==> src/rtl/sar_adc_controller_pkg.sv <==
// Shared SAR ADC types and default sizing, imported by the controller, its interface and its timer.
package adc_pkg;

  typedef enum logic [1:0] {
    IDLE   = 2'd0,
    SETTLE = 2'd1,
    DECIDE = 2'd2,
    DONE   = 2'd3
  } sar_state_t;

  localparam int SAR_WIDTH_DEFAULT    = 8;
  localparam int SAR_SETTLE_DEFAULT   = 4;
  localparam int SAR_AVG_LOG2_DEFAULT = 2;

endpackage

==> src/rtl/sar_adc_controller_if.sv <==
// Handshake and data bundle between the menu FSM / comparator and the SAR controller.
interface sar_adc_controller_if
  import adc_pkg::*;
#(
  parameter int WIDTH = SAR_WIDTH_DEFAULT
);
  logic             enable;
  logic             start;
  logic             comp_in;
  logic [WIDTH-1:0] dac_code;
  logic             busy;
  logic [WIDTH-1:0] result;
  logic             result_valid;

  modport master (
    output enable, start, comp_in,
    input  dac_code, busy, result, result_valid
  );

  modport slave (
    input  enable, start, comp_in,
    output dac_code, busy, result, result_valid
  );
endinterface

==> src/rtl/sar_adc_controller_settle_timer.sv <==
// Loadable settle down-counter: done is high on terminal count, SETTLE_CYCLES cycles after load.
module sar_settle_timer
  import adc_pkg::*;
#(
  parameter int SETTLE_CYCLES = SAR_SETTLE_DEFAULT
) (
  input  logic clk,
  input  logic reset,
  input  logic load,
  output logic done
);
  localparam int CNT_W = (SETTLE_CYCLES > 1) ? $clog2(SETTLE_CYCLES + 1) : 1;

  logic [CNT_W-1:0] count;

  // Loading SETTLE_CYCLES-1 and ending at zero gives exactly SETTLE_CYCLES cycles after load.
  always_ff @(posedge clk) begin
    if (reset) begin
      count <= '0;
    end else if (load) begin
      count <= CNT_W'(SETTLE_CYCLES - 1);
    end else if (count != '0) begin
      count <= count - 1'b1;
    end
  end

  assign done = (count == '0);
endmodule

==> src/rtl/sar_adc_controller.sv <==
// Successive-approximation conversion sequencer driving an external DAC and sampling a comparator.
// Optional SAR_AVG_EN averages 2^AVG_LOG2 back-to-back conversions per start.
module sar_adc_controller
  import adc_pkg::*;
#(
  parameter int WIDTH         = SAR_WIDTH_DEFAULT,
  parameter int SETTLE_CYCLES = SAR_SETTLE_DEFAULT,
  parameter int AVG_LOG2      = SAR_AVG_LOG2_DEFAULT
) (
  input  logic                  clk,
  input  logic                  reset,
  sar_adc_controller_if.slave   bus
);
  // state  | meaning
  // IDLE   | waiting for start, dac_code holds last code (0 after abort)
  // SETTLE | trial code on DAC, waiting SETTLE_CYCLES
  // DECIDE | sample comparator, keep/clear current bit
  // DONE   | publish result, strobe result_valid on exit
  localparam logic [1:0] ST_IDLE   = 2'(IDLE);
  localparam logic [1:0] ST_SETTLE = 2'(SETTLE);
  localparam logic [1:0] ST_DECIDE = 2'(DECIDE);
  localparam logic [1:0] ST_DONE   = 2'(DONE);

  localparam int IDX_W = (WIDTH > 2) ? $clog2(WIDTH) : 1;
  localparam logic [WIDTH-1:0] MSB_CODE = WIDTH'(1) << (WIDTH - 1);

  logic [1:0]       state;
  logic [WIDTH-1:0] dac_code;
  logic [WIDTH-1:0] result;
  logic             result_valid;
  logic [IDX_W-1:0] idx;

  logic             timer_load;
  logic             timer_done;
  logic [WIDTH-1:0] idx_mask;
  logic [WIDTH-1:0] decided_code;
  logic [WIDTH-1:0] done_value;
  logic             last_bit;
  logic             restart;
  logic             accept;

  assign idx_mask     = WIDTH'(1) << idx;
  assign decided_code = bus.comp_in ? dac_code : (dac_code & ~idx_mask);
  assign last_bit     = (idx == '0);
  assign accept       = (state == ST_IDLE) && bus.start;

`ifdef SAR_AVG_EN
  localparam int N_CONV = 1 << AVG_LOG2;
  localparam int CNT_W  = (AVG_LOG2 > 0) ? AVG_LOG2 : 1;
  localparam int ACC_W  = WIDTH + AVG_LOG2;

  logic [ACC_W-1:0] acc;
  logic [CNT_W-1:0] conv_cnt;
  logic             last_conv;

  assign last_conv  = (conv_cnt == CNT_W'(N_CONV - 1));
  assign restart    = last_bit && !last_conv;
  assign done_value = WIDTH'(acc >> AVG_LOG2);

  always_ff @(posedge clk) begin
    if (reset) begin
      acc      <= '0;
      conv_cnt <= '0;
    end else if (bus.enable) begin
      if (accept) begin
        acc      <= '0;
        conv_cnt <= '0;
      end else if (state == ST_DECIDE && last_bit) begin
        acc      <= acc + ACC_W'(decided_code);
        conv_cnt <= conv_cnt + 1'b1;
      end
    end
  end
`else
  assign restart    = 1'b0;
  assign done_value = dac_code;
`endif

  always_comb begin
    timer_load = 1'b0;
    if (bus.enable) begin
      if (accept)
        timer_load = 1'b1;
      else if (state == ST_DECIDE)
        timer_load = !last_bit || restart;
    end
  end

  sar_settle_timer #(
    .SETTLE_CYCLES (SETTLE_CYCLES)
  ) u_settle_timer (
    .clk   (clk),
    .reset (reset),
    .load  (timer_load),
    .done  (timer_done)
  );

  always_ff @(posedge clk) begin
    if (reset) begin
      state        <= ST_IDLE;
      dac_code     <= '0;
      result       <= '0;
      result_valid <= 1'b0;
      idx          <= IDX_W'(WIDTH - 1);
    end else begin
      result_valid <= 1'b0;
      if (!bus.enable) begin
        state    <= ST_IDLE;
        dac_code <= '0;
        idx      <= IDX_W'(WIDTH - 1);
      end else begin
        case (state)
          ST_IDLE: begin
            if (bus.start) begin
              dac_code <= MSB_CODE;
              idx      <= IDX_W'(WIDTH - 1);
              state    <= ST_SETTLE;
            end
          end
          ST_SETTLE: begin
            if (timer_done)
              state <= ST_DECIDE;
          end
          ST_DECIDE: begin
            if (!last_bit) begin
              dac_code <= decided_code | (idx_mask >> 1);
              idx      <= idx - 1'b1;
              state    <= ST_SETTLE;
            end else if (restart) begin
              dac_code <= MSB_CODE;
              idx      <= IDX_W'(WIDTH - 1);
              state    <= ST_SETTLE;
            end else begin
              dac_code <= decided_code;
              state    <= ST_DONE;
            end
          end
          ST_DONE: begin
            result       <= done_value;
            result_valid <= 1'b1;
            state        <= ST_IDLE;
          end
          default: state <= ST_IDLE;
        endcase
      end
    end
  end

  assign bus.dac_code     = dac_code;
  assign bus.busy         = (state != ST_IDLE);
  assign bus.result       = result;
  assign bus.result_valid = result_valid;
endmodule

==> src/flat_wrapper.sv <==
// flat-port wrapper written by rule: the top's interface ports become plain ports
module sar_adc_controller_flat import adc_pkg::*;
#(
  parameter int WIDTH         = SAR_WIDTH_DEFAULT,
  parameter int SETTLE_CYCLES = SAR_SETTLE_DEFAULT,
  parameter int AVG_LOG2      = SAR_AVG_LOG2_DEFAULT
)
  (clk, reset, bus_enable, bus_start, bus_comp_in, bus_dac_code, bus_busy, bus_result, bus_result_valid);
  sar_adc_controller_if #(.WIDTH(WIDTH)) bus_i ();
  input  logic clk;
  input  logic reset;
  input wire logic [$bits(bus_i.enable)-1:0] bus_enable;
  input wire logic [$bits(bus_i.start)-1:0] bus_start;
  input wire logic [$bits(bus_i.comp_in)-1:0] bus_comp_in;
  output wire logic [$bits(bus_i.dac_code)-1:0] bus_dac_code;
  output wire logic [$bits(bus_i.busy)-1:0] bus_busy;
  output wire logic [$bits(bus_i.result)-1:0] bus_result;
  output wire logic [$bits(bus_i.result_valid)-1:0] bus_result_valid;
  assign bus_i.enable = bus_enable;
  assign bus_i.start = bus_start;
  assign bus_i.comp_in = bus_comp_in;
  assign bus_dac_code = bus_i.dac_code;
  assign bus_busy = bus_i.busy;
  assign bus_result = bus_i.result;
  assign bus_result_valid = bus_i.result_valid;
  sar_adc_controller #(.WIDTH(WIDTH), .SETTLE_CYCLES(SETTLE_CYCLES), .AVG_LOG2(AVG_LOG2)) u_core (.clk(clk), .reset(reset), .bus(bus_i));
endmodule
==> config.mk <==
export PLATFORM = sky130hd
export DESIGN_NAME = sar_adc_controller_flat
export DESIGN_NICKNAME = d
export VERILOG_FILES = /design/src/rtl/sar_adc_controller_pkg.sv /design/src/rtl/sar_adc_controller_if.sv /design/src/rtl/sar_adc_controller_settle_timer.sv /design/src/rtl/sar_adc_controller.sv /design/src/flat_wrapper.sv
export SDC_FILE = /design/constraint.sdc
export NUM_CORES = 1
export LEC_CHECK = 0
export ABC_CLOCK_PERIOD_IN_PS = 1900
export CAP_MARGIN = 20
export CORE_UTILIZATION = 40
export CTS_CLUSTER_SIZE = 40
export DETAILED_ROUTE_END_ITERATION = 10
export GPL_TIMING_DRIVEN = 1
export SETUP_SLACK_MARGIN = 0.1
export SLEW_MARGIN = 20
export SYNTH_ARGS = -nofsm -noshare
export SYNTH_HDL_FRONTEND = slang
export SYNTH_SLANG_ARGS = --single-unit
==> constraint.sdc <==
create_clock -name clk -period 1.9 [get_ports clk]
set_input_delay 0.38 -clock clk [delete_from_list [all_inputs] [get_ports clk]]
set_output_delay 0.38 -clock clk [all_outputs]
set_load 0.005 [all_outputs]
==> reports/qor.yml <==
clockPowerShare_pct: 21.7
slew_violations: 0
cts-root-buf: "clkbuf_4"
pin_count: 23
p_int_mw: 0.766
hold_class: "flip-flop to flip-flop"
p_switching_mw: 0.290
yosys.area.top_type: "dfxtp_1"
synthAdderAreaFrac_pct: 7.49
drive_gt1_share_pct: 12.6
routed_via_density: 5.47
tightest_slew_ns: 0.367
min_from: "u_core.bus.dac_code[0]$_SDFFE_PP0P_"
start_util_pct: 42.4
num_vias: 995
die_area_sq_um: 3140
synth_most_common_cell: "dfxtp_1"
clk_path_buf_depth: 2
worstPathArrival_ns: 1.31
cts_sinks: 25
required_ns: 1.52
status: "complete, no violations"
dp_hpwl_microns: 1910
cts_buffers: 3
whs_ns: 0.505
yosys_register_bits: 25
synth_nets: 135
core_sq_um: 2760
skew_ns: 0.00350
power.share.sequential_pct: 54.7
grt_antenna_before_repair: 0
fin_crit_sh_pct: 89.1
cp_max_fo: 6
hold_buffers: 0
synth_compound_area_share_pct: 16.6
grt_overflow: 0
synth.top_cells.by_count: "dfxtp_1, nor2_1, inv_1, mux2i_1"
ir_worst_vdd_v: 0.000553
grt_setup_unrepaired: "false"
drtIter0Drc: 24
end_kind: "output port"
drtPass1Iterations: 4
placed_area_sq_um: 1450
grt_use_total_pct: 17.0
powerDensity_nw_per_um2: 705
antenna_left: 0
seq_area_sq_um: 505
synthXorXnorAreaFrac_pct: 0.749
relSlewSlack_pct: 75.3
globalplace.congestion: 0.848
insertion_delay_ns: 0.31
critical_path_class: "flip-flop to output port"
startpoint: "u_core.state[0]$_SDFFE_PP0P_"
fmax_ghz: 0.590
ys_types: 36
netSwitchingFraction_pct: 27.5
die_w_microns: 56.1
avgSynthCellArea_sq_um: 9.50
portBuffers: 22
cts.clk_slew.worst_paths_ns: 0.13
htree_levels: 1
grt_pass1_vias: 941
ys.flop_type: "dfxtp_1"
synth_area_leaders: "dfxtp_1, mux2i_1, ha_1"
area_delta_synth_final_pct: 28.2
wl_microns: 2510
synthMuxAreaShare_pct: 8.67
wl_per_cell_microns: 13.8
grt_start_max_net_pins: 15
tns_ns: 0
num_rows: 19
synth_area_sq_um: 1170
hold_viol: 0
setup_viol: 0
cap_violations: 0
multiInputGateArea_sq_um: 621
cts_tree: "yes"
async_flop_share_pct: 0
design_area_sq_um: 1500
cp-start-kind: "flip-flop"
finish.utilization_pct: 54.3
synthSimpleGateAreaFrac_pct: 19.0
power_leakage_nw: 0.629
fillers: 271
grt_pass1_wl_microns: 4240
fin_crit_ns: 1.69
pwr-share-comb_pct: 23.6
r2r-start: "u_core.idx[0]$_SDFFE_PP1P_"
fin_nets: 164
synth_edf_count: 0
yosysWarnings: 0
diodes: 0
seq_area_frac_synth_pct: 42.8
synth_cells: 123
die_y_microns: 56.1
synth_top_area_share_pct: 42.8
synth_top_family_by_area: "simple AND/OR/NAND/NOR gates"
r2r_slack_ns: 0.28
drc: 0
-- registers in the layout, indices dropped and copies added, names as in the netlist --
name                         flops
u_core.bus.result_valid          1
u_core.u_settle_timer.count      3
u_core.bus.result                8
u_core.idx                       3
u_core.state                     2
u_core.bus.dac_code              8
-- cell families (layout without fill, tap and decap cells) --
| family | count (synthesis) | count (layout) |
|---|---|---|
| AOI/OAI and AO/OA | 26 | 26 |
| xor gates and xnor gates | 1 | 1 |
| adders and majority gates | 7 | 7 |
| buffers and inverters | 14 | 42 |
| DFF | 25 | 25 |
| muxes | 10 | 10 |
| and+or+nand+nor | 40 | 40 |
-- final timing paths --
| kind | endpoint | cells past startpoint |
|---|---|---|
| worst min register to register | u_core.bus.dac_code[0]$_SDFFE_PP0P_ | 2 |
| worst max-delay path | bus_busy | 3 |
| worst min-delay path | u_core.bus.dac_code[0]$_SDFFE_PP0P_ | 2 |
| worst max register to register | u_core.bus.dac_code[0]$_SDFFE_PP0P_ | 4 |
-- metal layers --
metal	track usage, %	up-vias	part of all wire, %
li1	-	499	-
met1	20.9	475	47
met2	28.4	19	48
met3	3.49	2	3.7
met4	8.01	0	0.72
met5	0	-	0
-- final cells by class --
cell class / instances / area share [%]
flip-flops and latches: 25 / 33.8
repair buffers: 29 / 18.2
clock buffers: 4 / 1.75
multi-input cells: 84 / 41.4
well taps: 31 / 2.59
inverters: 9 / 2.26
-- power by group through the flow --
| stage | Combinational [mW] | Clock (mW) | Sequential [mW] |
|---|---|---|---|
| 5_1_grt | 0.275 | 0.262 | 0.580 |
| 4_1_cts | 0.248 | 0.241 | 0.578 |
| 2_1_floorplan | 0.187 | 0 | 0.583 |
| 3_3_place_gp | 0.232 | 0 | 0.589 |
| 3_5_place_dp | 0.245 | 0 | 0.591 |
| 6_report | 0.249 | 0.230 | 0.577 |
-- per-stage QoR --
step / setup slack, ns / power, mW / std cells
detailed placement: 0.178 / 0.836 / 177
global placement: 0.181 / 0.821 / 177
finish: 0.206 / 1.06 / 182
global route: 0.144 / 1.12 / 182
CTS: 0.141 / 1.07 / 181
floorplan: 0.389 / 0.770 / 123
-- critical path, cell delays in order, from the launching register on --
cell and delay, ns:
dfxtp_2 0.42, nor2_4 0.05, inv_1 0.05, clkdlybuf4s50_1 0.48
-- repair_timing --
| action | in CTS | in global routing |
|---|---|---|
| endpoints found under the setup margin | 1 | 1 |
| buffers inserted | 0 | 1 |
| resized for setup | 4 | 1 |
-- layout by cell type (no fill, tap or decap), types with 2 or more instances in the layout --
cell,synthesis,layout
a32o_1,4,4
ha_1,7,7
a31oi_1,2,2
a21oi_1,7,7
nand3b_1,3,3
buf_4,0,7
nor2_1,13,12
inv_1,9,9
o21ai_0,3,3
mux2i_1,9,9
nor3_1,2,2
nand2_1,5,5
nand3_1,4,4
clkbuf_4,0,3
clkdlybuf4s50_1,0,22
nand2b_1,3,3
nor2b_1,2,2
dfxtp_1,25,23
a311oi_1,2,2
(Power assumes the default switching activity.)
